`src/rtl/apb3_regfile_completer_pkg.sv`:
```
// Shared APB3 types and helpers used by the Renode co-simulation requester and completer.
package apb3_regfile_completer_pkg;

  typedef enum logic {
    S_IDLE,
    S_ACCESS
  } state_t;

  typedef enum logic [1:0] {
    R_IDLE,
    R_SETUP,
    R_ACCESS
  } req_state_t;

  function automatic int unsigned byte_lanes(input int unsigned data_width);
    return data_width / 8;
  endfunction

endpackage

```
`src/rtl/apb3_regfile_completer.sv`:
```
// APB3 completer: small register file with programmable wait states and
// pslverr on misaligned or out-of-range accesses.
module apb3_regfile_completer
  import apb3_regfile_completer_pkg::*;
#(
  parameter int unsigned AddressWidth = 20,
  parameter int unsigned DataWidth    = 32,
  parameter int unsigned RegCount     = 8,
  parameter int unsigned WaitStates   = 0
) (
  input  logic                    pclk,
  input  logic                    presetn,
  input  logic [AddressWidth-1:0] paddr,
  input  logic                    pselx,
  input  logic                    penable,
  input  logic                    pwrite,
  input  logic [DataWidth-1:0]    pwdata,
  output logic                    pready,
  output logic [DataWidth-1:0]    prdata,
  output logic                    pslverr
);

  localparam int unsigned ByteLanes = byte_lanes(DataWidth);
  localparam int unsigned OffW      = $clog2(ByteLanes);
  localparam int unsigned IdxW      = (RegCount > 1) ? $clog2(RegCount) : 1;
  localparam logic [AddressWidth-1:0] OffMask  = AddressWidth'(ByteLanes - 1);
  localparam logic [AddressWidth-1:0] RegLimit = AddressWidth'(RegCount);
  localparam logic [3:0]              WaitInit = 4'(WaitStates);

  if (!(DataWidth == 8 || DataWidth == 16 || DataWidth == 32 || DataWidth == 64)) begin : g_bad_dw
    $error("apb3_regfile_completer: DataWidth must be 8, 16, 32 or 64");
  end
  if (RegCount < 1 || RegCount > 256) begin : g_bad_rc
    $error("apb3_regfile_completer: RegCount must be 1..256");
  end
  if (WaitStates > 15) begin : g_bad_ws
    $error("apb3_regfile_completer: WaitStates must be 0..15");
  end

  state_t                  state, state_next;
  logic [3:0]              wait_cnt;
  logic [IdxW-1:0]         idx_q;
  logic                    write_q;
  logic [DataWidth-1:0]    wdata_q;
  logic                    err_q;
  logic [DataWidth-1:0]    regs [RegCount];

  logic [AddressWidth-1:0] word_addr;
  logic                    setup_err;
  logic                    setup;

  // Range check uses the full word address so upper paddr bits never alias.
  assign word_addr = paddr >> OffW;
  assign setup_err = ((paddr & OffMask) != '0) || (word_addr >= RegLimit);
  assign setup     = (state == S_IDLE) && pselx && !penable;

  always_comb begin
    state_next = state;
    pready     = 1'b0;
    unique case (state)
      S_IDLE: begin
        if (setup) state_next = S_ACCESS;
      end
      S_ACCESS: begin
        pready = (wait_cnt == '0) && pselx && penable;
        if (!pselx || pready) state_next = S_IDLE;
      end
      default: state_next = S_IDLE;
    endcase
  end

  always_ff @(posedge pclk or negedge presetn) begin
    if (!presetn) begin
      state    <= S_IDLE;
      wait_cnt <= '0;
      idx_q    <= '0;
      write_q  <= 1'b0;
      wdata_q  <= '0;
      err_q    <= 1'b0;
    end else begin
      state <= state_next;
      if (setup) begin
        idx_q    <= IdxW'(word_addr);
        write_q  <= pwrite;
        wdata_q  <= pwdata;
        err_q    <= setup_err;
        wait_cnt <= WaitInit;
      end else if (state == S_ACCESS && wait_cnt != '0) begin
        wait_cnt <= wait_cnt - 4'd1;
      end
    end
  end

  always_ff @(posedge pclk or negedge presetn) begin
    if (!presetn) begin
      for (int unsigned i = 0; i < RegCount; i++) regs[i] <= '0;
    end else if (pready && write_q && !err_q) begin
      regs[idx_q] <= wdata_q;
    end
  end

  assign prdata  = (pready && !err_q) ? regs[idx_q] : '0;
  assign pslverr = pready && err_q;

endmodule

```
`config.mk`:
```
export PLATFORM = sky130hd
export DESIGN_NAME = apb3_regfile_completer
export DESIGN_NICKNAME = d
export VERILOG_FILES = /design/src/rtl/apb3_regfile_completer_pkg.sv /design/src/rtl/apb3_regfile_completer.sv
export SDC_FILE = /design/constraint.sdc
export NUM_CORES = 1
export LEC_CHECK = 0
export CAP_MARGIN = 10
export CORE_UTILIZATION = 35
export CTS_BUF_LIST = sky130_fd_sc_hd__clkbuf_16
export CTS_CLUSTER_SIZE = 8
export DETAILED_ROUTE_END_ITERATION = 10
export PLACE_DENSITY_LB_ADDON = 0.15
export SLEW_MARGIN = 5
export SYNTH_ARGS = -nofsm -noshare
export SYNTH_HDL_FRONTEND = slang
export SYNTH_SLANG_ARGS = --single-unit
```
`constraint.sdc`:
```
create_clock -name pclk -period 3.1 [get_ports pclk]
set_input_delay 0.62 -clock pclk [delete_from_list [all_inputs] [get_ports pclk]]
set_output_delay 0.62 -clock pclk [all_outputs]
set_load 0.03 [all_outputs]
```
==> results.tsv, run 1 <==
stage	metric	value	unit
run_status	run_status	finished with violations	
run_status	violations	setup timing	
final_layout	drive_gt1_share	42.7	%
clocking	numClockSinks	298	
min_path	worstHoldPathType	in2async	
setup_path	crit_path_end_kind	output port	
setup_path	timing.critical_path.slowest_stage_cell	sky130_fd_sc_hd__or3_4	
run	max_cap_violations	0	
setup_path	worst-endpoint-arrival	2.66	ns
global_route	gr-usage-all-layers	19.3	%
logic_synthesis	synth_async_sr_flop_share	100	%
die	rows	71	
logic_synthesis	synth_top_flop_cell	sky130_fd_sc_hd__dfrtp_1	
timing	crit_share_post_route	106	%
clocking	insertion_delay	0.53	ns
final_layout	antennaDiodeCount	0	
drt	postRouteWirelength	35500	µm
place	gpl.final_weighted_congestion	0.721	
clocking	cts_htree_levels	2	
global_route	grt_max_degree	81	
die	start_util	35.5	%
timing	final_critical_path_setup_slack	-0.183	ns
drt	vias_per_cell	5.17	
logic_synthesis	synth_edf_count	0	
final_layout	leading_cell_type_in_the_layout_fill_and_taps_excluded	sky130_fd_sc_hd__dfrtp_1	
setup_path	required	2.48	ns
drt	detail_route.first_pass.iterations	4	
logic_synthesis	syn-instance-count	981	
global_route	grt_pass1_vias	9255	
final_layout	filler_cell_count	3485	
logic_synthesis	synth_area	13400	µm²
setup_path	critPathTopFamily	simple AND/OR/NAND/NOR gates	
clocking	number_of_buffers_added_by_the_clock_tree_synthesis_step	43	
timing	maxSlewHeadroom	52.0	%
place	io_buffer_count	90	
setup_path	worst_setup_path_start_kind	flop	
final_layout	sequential_cell_area	7470	µm²
setup_path	timing.critical_path.cells	inv_1 > ha_2 > or3b_4 > or3_4 > a221oi_1 > o221a_2 > buf_12	
global_route	grt_pass1_wl	56700	µm
pwr	total_power	9750	µW
global_route	grt_antenna_before_repair	0	
setup_path	timing_worst_setup_path_type	reg2out	
setup_path	r2r_cells	9	
setup_path	timing.rr.end	regs[98]	
timing	final_setup_violation_count	30	
logic_synthesis	postSynthRegisterBits	298	
logic_synthesis	avgSynthCellArea	13.6	µm²
final_layout	layout_common_cells	295 x sky130_fd_sc_hd__dfrtp_1, 249 x sky130_fd_sc_hd__mux2_2, 139 x sky130_fd_sc_hd__nand2_1, 55 x sky130_fd_sc_hd__clkdlybuf4s50_1, 51 x sky130_fd_sc_hd__buf_12	
clocking	ctsLongestPathBuffers	3	
logic_synthesis	total_nets_after_synthesis	1039	
timing	min_clock_period_post_route	3.28	ns
setup_path	path_buf_inv	2	
timing	grt_setup_unrepaired	yes	
clocking	root_buffer_cell	sky130_fd_sc_hd__clkbuf_16	
drt	via_count	8491	
timing	final-max-slew-violation-count	0	
timing	worstMarginPinSlew	0.720	ns
timing	skew	0.0152	ns
final_layout	syn2layout_area_growth	29.1	%
die	core_area	37700	µm²
setup_path	critical_path.reg2reg.startpoint	wait_cnt[0]	
logic_synthesis	synth_sequential_area_ratio	55.8	%
drt	drt_iter0_drc	413	
pwr	peakVddDrop	0.384	mV
final_layout	finish.net_count	1187	
logic_synthesis	netlist-cell-type-count	45	
drt	final_antenna_net_count	0	
timing	finalHoldViolCount	0	
timing	clock.fmax	305	MHz
setup_path	timing.critical_path.fanout_max	6	
drt	drt-wirelength-per-cell	21.6	µm
die	fp.dieH	197	µm
drt	drc_errors	0	
place	hpwl	21400	µm
final_layout	final_core_utilization	45.8	%
global_route	remaining_overflow_grt	0	
pwr	p_leak	0.00806	µW
clocking	cts_tree	yes	
die	die_width	197	µm
setup_path	setup.reg_to_reg.worst_slack	0.20	ns
setup_path	critical_path.max_stage_delay	0.48	ns
logic_synthesis	synthesis.yosys.warnings	0	
die	floorplan.die_area	39000	µm²
clocking	clk_pin_slew	0.06	ns
final_layout	multi_input_comb_area	5870	µm²
pwr	p_per_area	565	nW/µm²
die	top_level_ports	91	
## report_power, final
group / switching (µW) / total [µW] / internal [µW]
registers: 296 / 4330 / 4030
logic: 781 / 1300 / 518
clock network: 1600 / 4120 / 2530
total: 2670 / 9750 / 7080
## synthesized netlist by cell type, drive strengths merged, types with 7 or more instances
cell type  count  area (µm²)
buf           40         284
a211oi        15         113
o22ai         14        87.6
mux2         279        3140
dfrtp        298        7460
nor2b          7        43.8
clkbuf        24        90.1
nor2          11        41.3
nor3          15         136
o221ai        13         114
nand2        139         522
mux4          27         608
a21oi         16        80.1
mux2i         19         190
nor4           7        43.8
## registers in the layout, summed over array words and instances, names as in the netlist
| signal | flops |
|---|---|
| regs | 256 |
| wait_cnt | 4 |
| state | 1 |
| wdata_q | 32 |
| err_q | 1 |
| idx_q | 3 |
| write_q | 1 |
## kinds of logic after synthesis
logic type / Yosys count / synth area share (%)
adders and majority gates: 1 / 0.0936
muxes: 325 / 29.5
xor gates and xnor gates: 1 / 0.0655
buffers and inverters: 68 / 2.91
AOI/OAI and AO/OA: 88 / 4.76
and+or+nand+nor: 200 / 6.90
DFF: 298 / 55.8
## how the worst max path moves through the flow
stage / from / endpoint / slack [ns] / depth (start not counted)
4_1_cts: wait_cnt[0] / prdata[9] / -0.20 / 8
2_1_floorplan: wait_cnt[0] / prdata[16] / -0.14 / 8
6_report: wait_cnt[0] / prdata[8] / -0.18 / 7
3_3_place_gp: pselx / prdata[14] / -0.12 / 7
3_5_place_dp: pselx / prdata[5] / -0.15 / 7
5_1_grt: wait_cnt[0] / prdata[24] / -0.29 / 8
## stage by stage
stage	area, µm²	setup WS, ns	hold WS, ns	std cells	TNS [ns]
3_3_place_gp	15700	-0.115	0.461	1592	-1.32
3_5_place_dp	15700	-0.147	0.469	1592	-3.53
5_1_grt	17300	-0.288	0.131	1642	-5.73
6_report	17300	-0.183	0.0796	1642	-3.00
4_1_cts	17200	-0.199	0.128	1644	-4.20
2_1_floorplan	13400	-0.140	0.324	981	-0.988
## cell type report
cell class | instances | area share [%]
Clock inverter | 2 | 0.0725
Multi-Input combinational cell | 615 | 34.0
Clock buffer | 45 | 6.53
Tap cell | 511 | 3.71
Inverter | 4 | 0.0870
Timing Repair Buffer | 167 | 12.3
Sequential cell | 298 | 43.3
## layer usage
metal | up-vias | global-route usage [%] | routed length (µm)
li1 | 3838 | - | -
met1 | 4472 | 26.1 | 16300
met2 | 131 | 32.0 | 17400
met3 | 50 | 3.00 | 1160
met4 | 0 | 5.14 | 661
met5 | - | 0 | 0
## what timing repair did
action	CTS	global route
resized for setup	55	11
setup endpoints to repair	34	32
hold buffers	0	0
setup buffers	7	1
gates cloned	2	0
pin swaps	8	1
Power figures use the tool's default switching activity.
==> inputs of run 2 (changes only) <==
--- a/config.mk
+++ b/config.mk
@@ -10,6 +10,7 @@
 export CTS_BUF_LIST = sky130_fd_sc_hd__clkbuf_16
 export CTS_CLUSTER_SIZE = 8
 export DETAILED_ROUTE_END_ITERATION = 10
+export HOLD_SLACK_MARGIN = 0.08
 export PLACE_DENSITY_LB_ADDON = 0.15
 export SLEW_MARGIN = 5
 export SYNTH_ARGS = -nofsm -noshare
==> results of run 2 <==
The final DEF is identical to that of run 1; final timing and power are the same.
==> inputs of run 3 (changes only) <==
--- a/config.mk
+++ b/config.mk
@@ -12,6 +12,8 @@
 export DETAILED_ROUTE_END_ITERATION = 10
 export HOLD_SLACK_MARGIN = 0.08
 export PLACE_DENSITY_LB_ADDON = 0.15
+export SETUP_SLACK_MARGIN = 0.15
+export SKIP_CTS_REPAIR_TIMING = 1
 export SLEW_MARGIN = 5
 export SYNTH_ARGS = -nofsm -noshare
 export SYNTH_HDL_FRONTEND = slang
==> run 3 against run 2 <==
The flow still finishes with violations (setup timing). Power down 0.79%. Critical path depth up 1. Global-route usage down 0.51 points. Largest cell class unchanged. Clock skew down 0.0052 ns. Combinational power down 5%. Final cell count up 1.4%. Sequential power about the same. Cell area up 0.65%. Hold slack worse by 0.015 ns. Via count up 0.84%.
==> results.tsv, run 3 (synthesis gave the netlist of run 1 again) <==
stage	metric	value	unit	change
timing	hold_slack	0.0644	ns	-0.0152 ns
clocking	numClockSinks	298		unchanged
clocking	number_of_buffers_added_by_the_clock_tree_synthesis_step	43		unchanged
setup_path	worst_setup_path_startpoint	wait_cnt[0]		
global_route	gr-usage-all-layers	18.7	%	-0.51 points
final_layout	top_regs	regs x256, wdata_q x32, wait_cnt x4		
final_layout	largest_reg_flops	256		unchanged
setup_path	setup.reg_to_reg.worst_slack	0.20	ns	about the same
pwr	peakVddDrop	0.323	mV	-16%
place	placement.cell_area	15700	µm²	-0.33%
pwr	power.sequential.fraction	44.7	%	+0.3 points
drt	final_antenna_net_count	0		unchanged
clocking	clk_pin_slew	0.05	ns	about the same
timing	crit_share_post_route	108	%	+1.8 points
run_status	run_status	finished with violations		
pwr	sw_frac_of_total	27.3	%	-0.14 points
setup_path	required	2.48	ns	about the same
place	placedCellCount	1599		+0.44%
setup_path	timing.critical_path.fanout_max	11		+5
timing	grt_setup_unrepaired	yes		
timing	finalHoldViolCount	0		unchanged
pwr	internal_power	7030	µW	-0.59%
setup_path	timing_worst_setup_path_type	reg2out		
timing	worstMarginPinSlew	0.554	ns	-0.167 ns
timing	final_critical_path_setup_slack	-0.238	ns	-0.0557 ns
global_route	grt_antenna_before_repair	0		unchanged
global_route	remaining_overflow_grt	0		unchanged
min_path	worstHoldPathType	in2async		
place	dpl_worst_slack	-0.192	ns	-0.0449 ns
pwr	total_power	9670	µW	-0.79%
drt	detail_route.first_pass.iterations	4		unchanged
clocking	cts_tree	yes		
final_layout	antennaDiodeCount	0		unchanged
clocking	insertion_delay	0.52	ns	about the same
timing	min_clock_period_post_route	3.34	ns	+0.0557 ns
setup_path	critical_path.reg2reg.startpoint	wait_cnt[0]		
final_layout	syn2layout_area_growth	29.9	%	
final_layout	leading_cell_type_in_the_layout_fill_and_taps_excluded	sky130_fd_sc_hd__dfrtp_1		
timing	clock.fmax	300	MHz	-1.7%
pwr	p_leak	0.00818	µW	+1.5%
die	rows	71		unchanged
die	fp.dieH	197	µm	unchanged
final_layout	layout_common_cells	295 x sky130_fd_sc_hd__dfrtp_1, 249 x sky130_fd_sc_hd__mux2_2, 139 x sky130_fd_sc_hd__nand2_1, 62 x sky130_fd_sc_hd__buf_4, 55 x sky130_fd_sc_hd__clkdlybuf4s50_1		
global_route	grt_pass1_wl	55700	µm	-1.8%
setup_path	r2r_cells	11		+2
pwr	pwr-share-clk	42.6	%	+0.3 points
timing	final_setup_violation_count	31		+3.3%
place	gpl.final_weighted_congestion	0.720		-0.12%
timing	final-max-slew-violation-count	0		unchanged
die	top_level_ports	91		unchanged
die	floorplan.die_area	39000	µm²	unchanged
setup_path	crit_path_end_kind	output port		
place	io_buffer_count	90		unchanged
run	max_cap_violations	0		unchanged
run_status	violations	setup timing		
pwr	p_switching	2640	µW	-1.3%
timing	skew	0.00995	ns	-0.00524 ns
clocking	root_buffer_cell	sky130_fd_sc_hd__clkbuf_16		
timing	maxSlewHeadroom	63.1	%	+11 points
pwr	p_per_area	557	nW/µm²	-1.4%
final_layout	postLayoutCellArea	17400	µm²	+0.65%
clocking	cts_htree_levels	2		unchanged
die	die_width	197	µm	unchanged
clocking	ctsLongestPathBuffers	3		unchanged
die	start_util	35.5	%	unchanged
final_layout	finish.net_count	1208		+1.8%
setup_path	timing.rr.end	regs[133]		
drt	drt_iter0_drc	411		-0.48%
drt	via_count	8562		+0.84%
final_layout	instances_no_fill	1665		+1.4%
drt	drc_errors	0		unchanged
place	hpwl	21400	µm	about the same
final_layout	largest-register	regs		
global_route	grt_pass1_vias	8994		-2.8%
global_route	grt_max_degree	67		-17%
setup_path	worst-endpoint-arrival	2.72	ns	+0.06 ns
drt	postRouteWirelength	36700	µm	+3.3%
setup_path	worst_setup_path_start_kind	flop		
pwr	power_share_of_the_combinational_group	12.7	%	-0.6 points
drt	drt-wirelength-per-cell	22.0	µm	+1.9%
drt	vias_per_cell	5.14		-0.56%
die	core_area	37700	µm²	unchanged
final_layout	drive_gt1_share	43.6	%	+0.88 points
run 3: changes by cell type in the layout (fill, tap and decap cells not counted), moves of 2 or more:
cell	before	now
sky130_fd_sc_hd__buf_4	45	62
sky130_fd_sc_hd__buf_12	51	44
sky130_fd_sc_hd__buf_6	11	17
sky130_fd_sc_hd__clkbuf_16	45	50
sky130_fd_sc_hd__buf_16	2	0
sky130_fd_sc_hd__buf_8	1	3
sky130_fd_sc_hd__dlygate4sd2_1	2	0
sky130_fd_sc_hd__inv_1	5	7
run 3: area by class of cell:
type                    count  area (µm²)
clock inverters             4        18.8
fillers                  3523       20300
repair buffers            188        2280
well taps                 511         639
clock buffers              45        1130
multi-input cells         615        5820
inverters                   4        15.0
flip-flops and latches    298        7470
run 3: power by group through the flow:
stage / Combinational, µW / Sequential, µW / Clock (µW)
global placement: 1140 / 4400 / 0
floorplan: 677 / 4230 / 0
global route: 1340 / 4350 / 4380
CTS: 1150 / 4340 / 4230
finish: 1230 / 4320 / 4120
detailed placement: 1150 / 4400 / 0
run 3: per-stage QoR:
| stage | setup TNS [ns] | util [%] |
|---|---|---|
| floorplan | -1.05 | - |
| global placement | -7.62 | 41.6 |
| detailed placement | -6.51 | 41.6 |
| CTS | -11.52 | 44.6 |
| global route | -7.59 | 46.1 |
| finish | -4.77 | 46.1 |
run 3: metal layers:
metal  wire length (µm)  global-route usage, %  share of wire, %
met1              17400                   26.5                47
met2              17800                   30.7                48
met3                943                   2.27               2.6
met4                571                   4.28               1.6
met5                  0                      0                 0
run 3: worst max-delay path by stage:
stage                       to
finish              prdata[18]
global route        prdata[24]
CTS                 prdata[23]
detailed placement   prdata[4]
global placement     prdata[4]
floorplan           prdata[16]
run 3: critical path, cell delays in order, from the launching register on:
cell                       delay [ns]
sky130_fd_sc_hd__dfrtp_1         0.40
sky130_fd_sc_hd__inv_1           0.07
sky130_fd_sc_hd__ha_2            0.17
sky130_fd_sc_hd__or3b_4          0.38
sky130_fd_sc_hd__or3_4           0.39
sky130_fd_sc_hd__buf_12          0.19
sky130_fd_sc_hd__a221oi_1        0.27
sky130_fd_sc_hd__buf_4           0.21
sky130_fd_sc_hd__buf_12          0.12
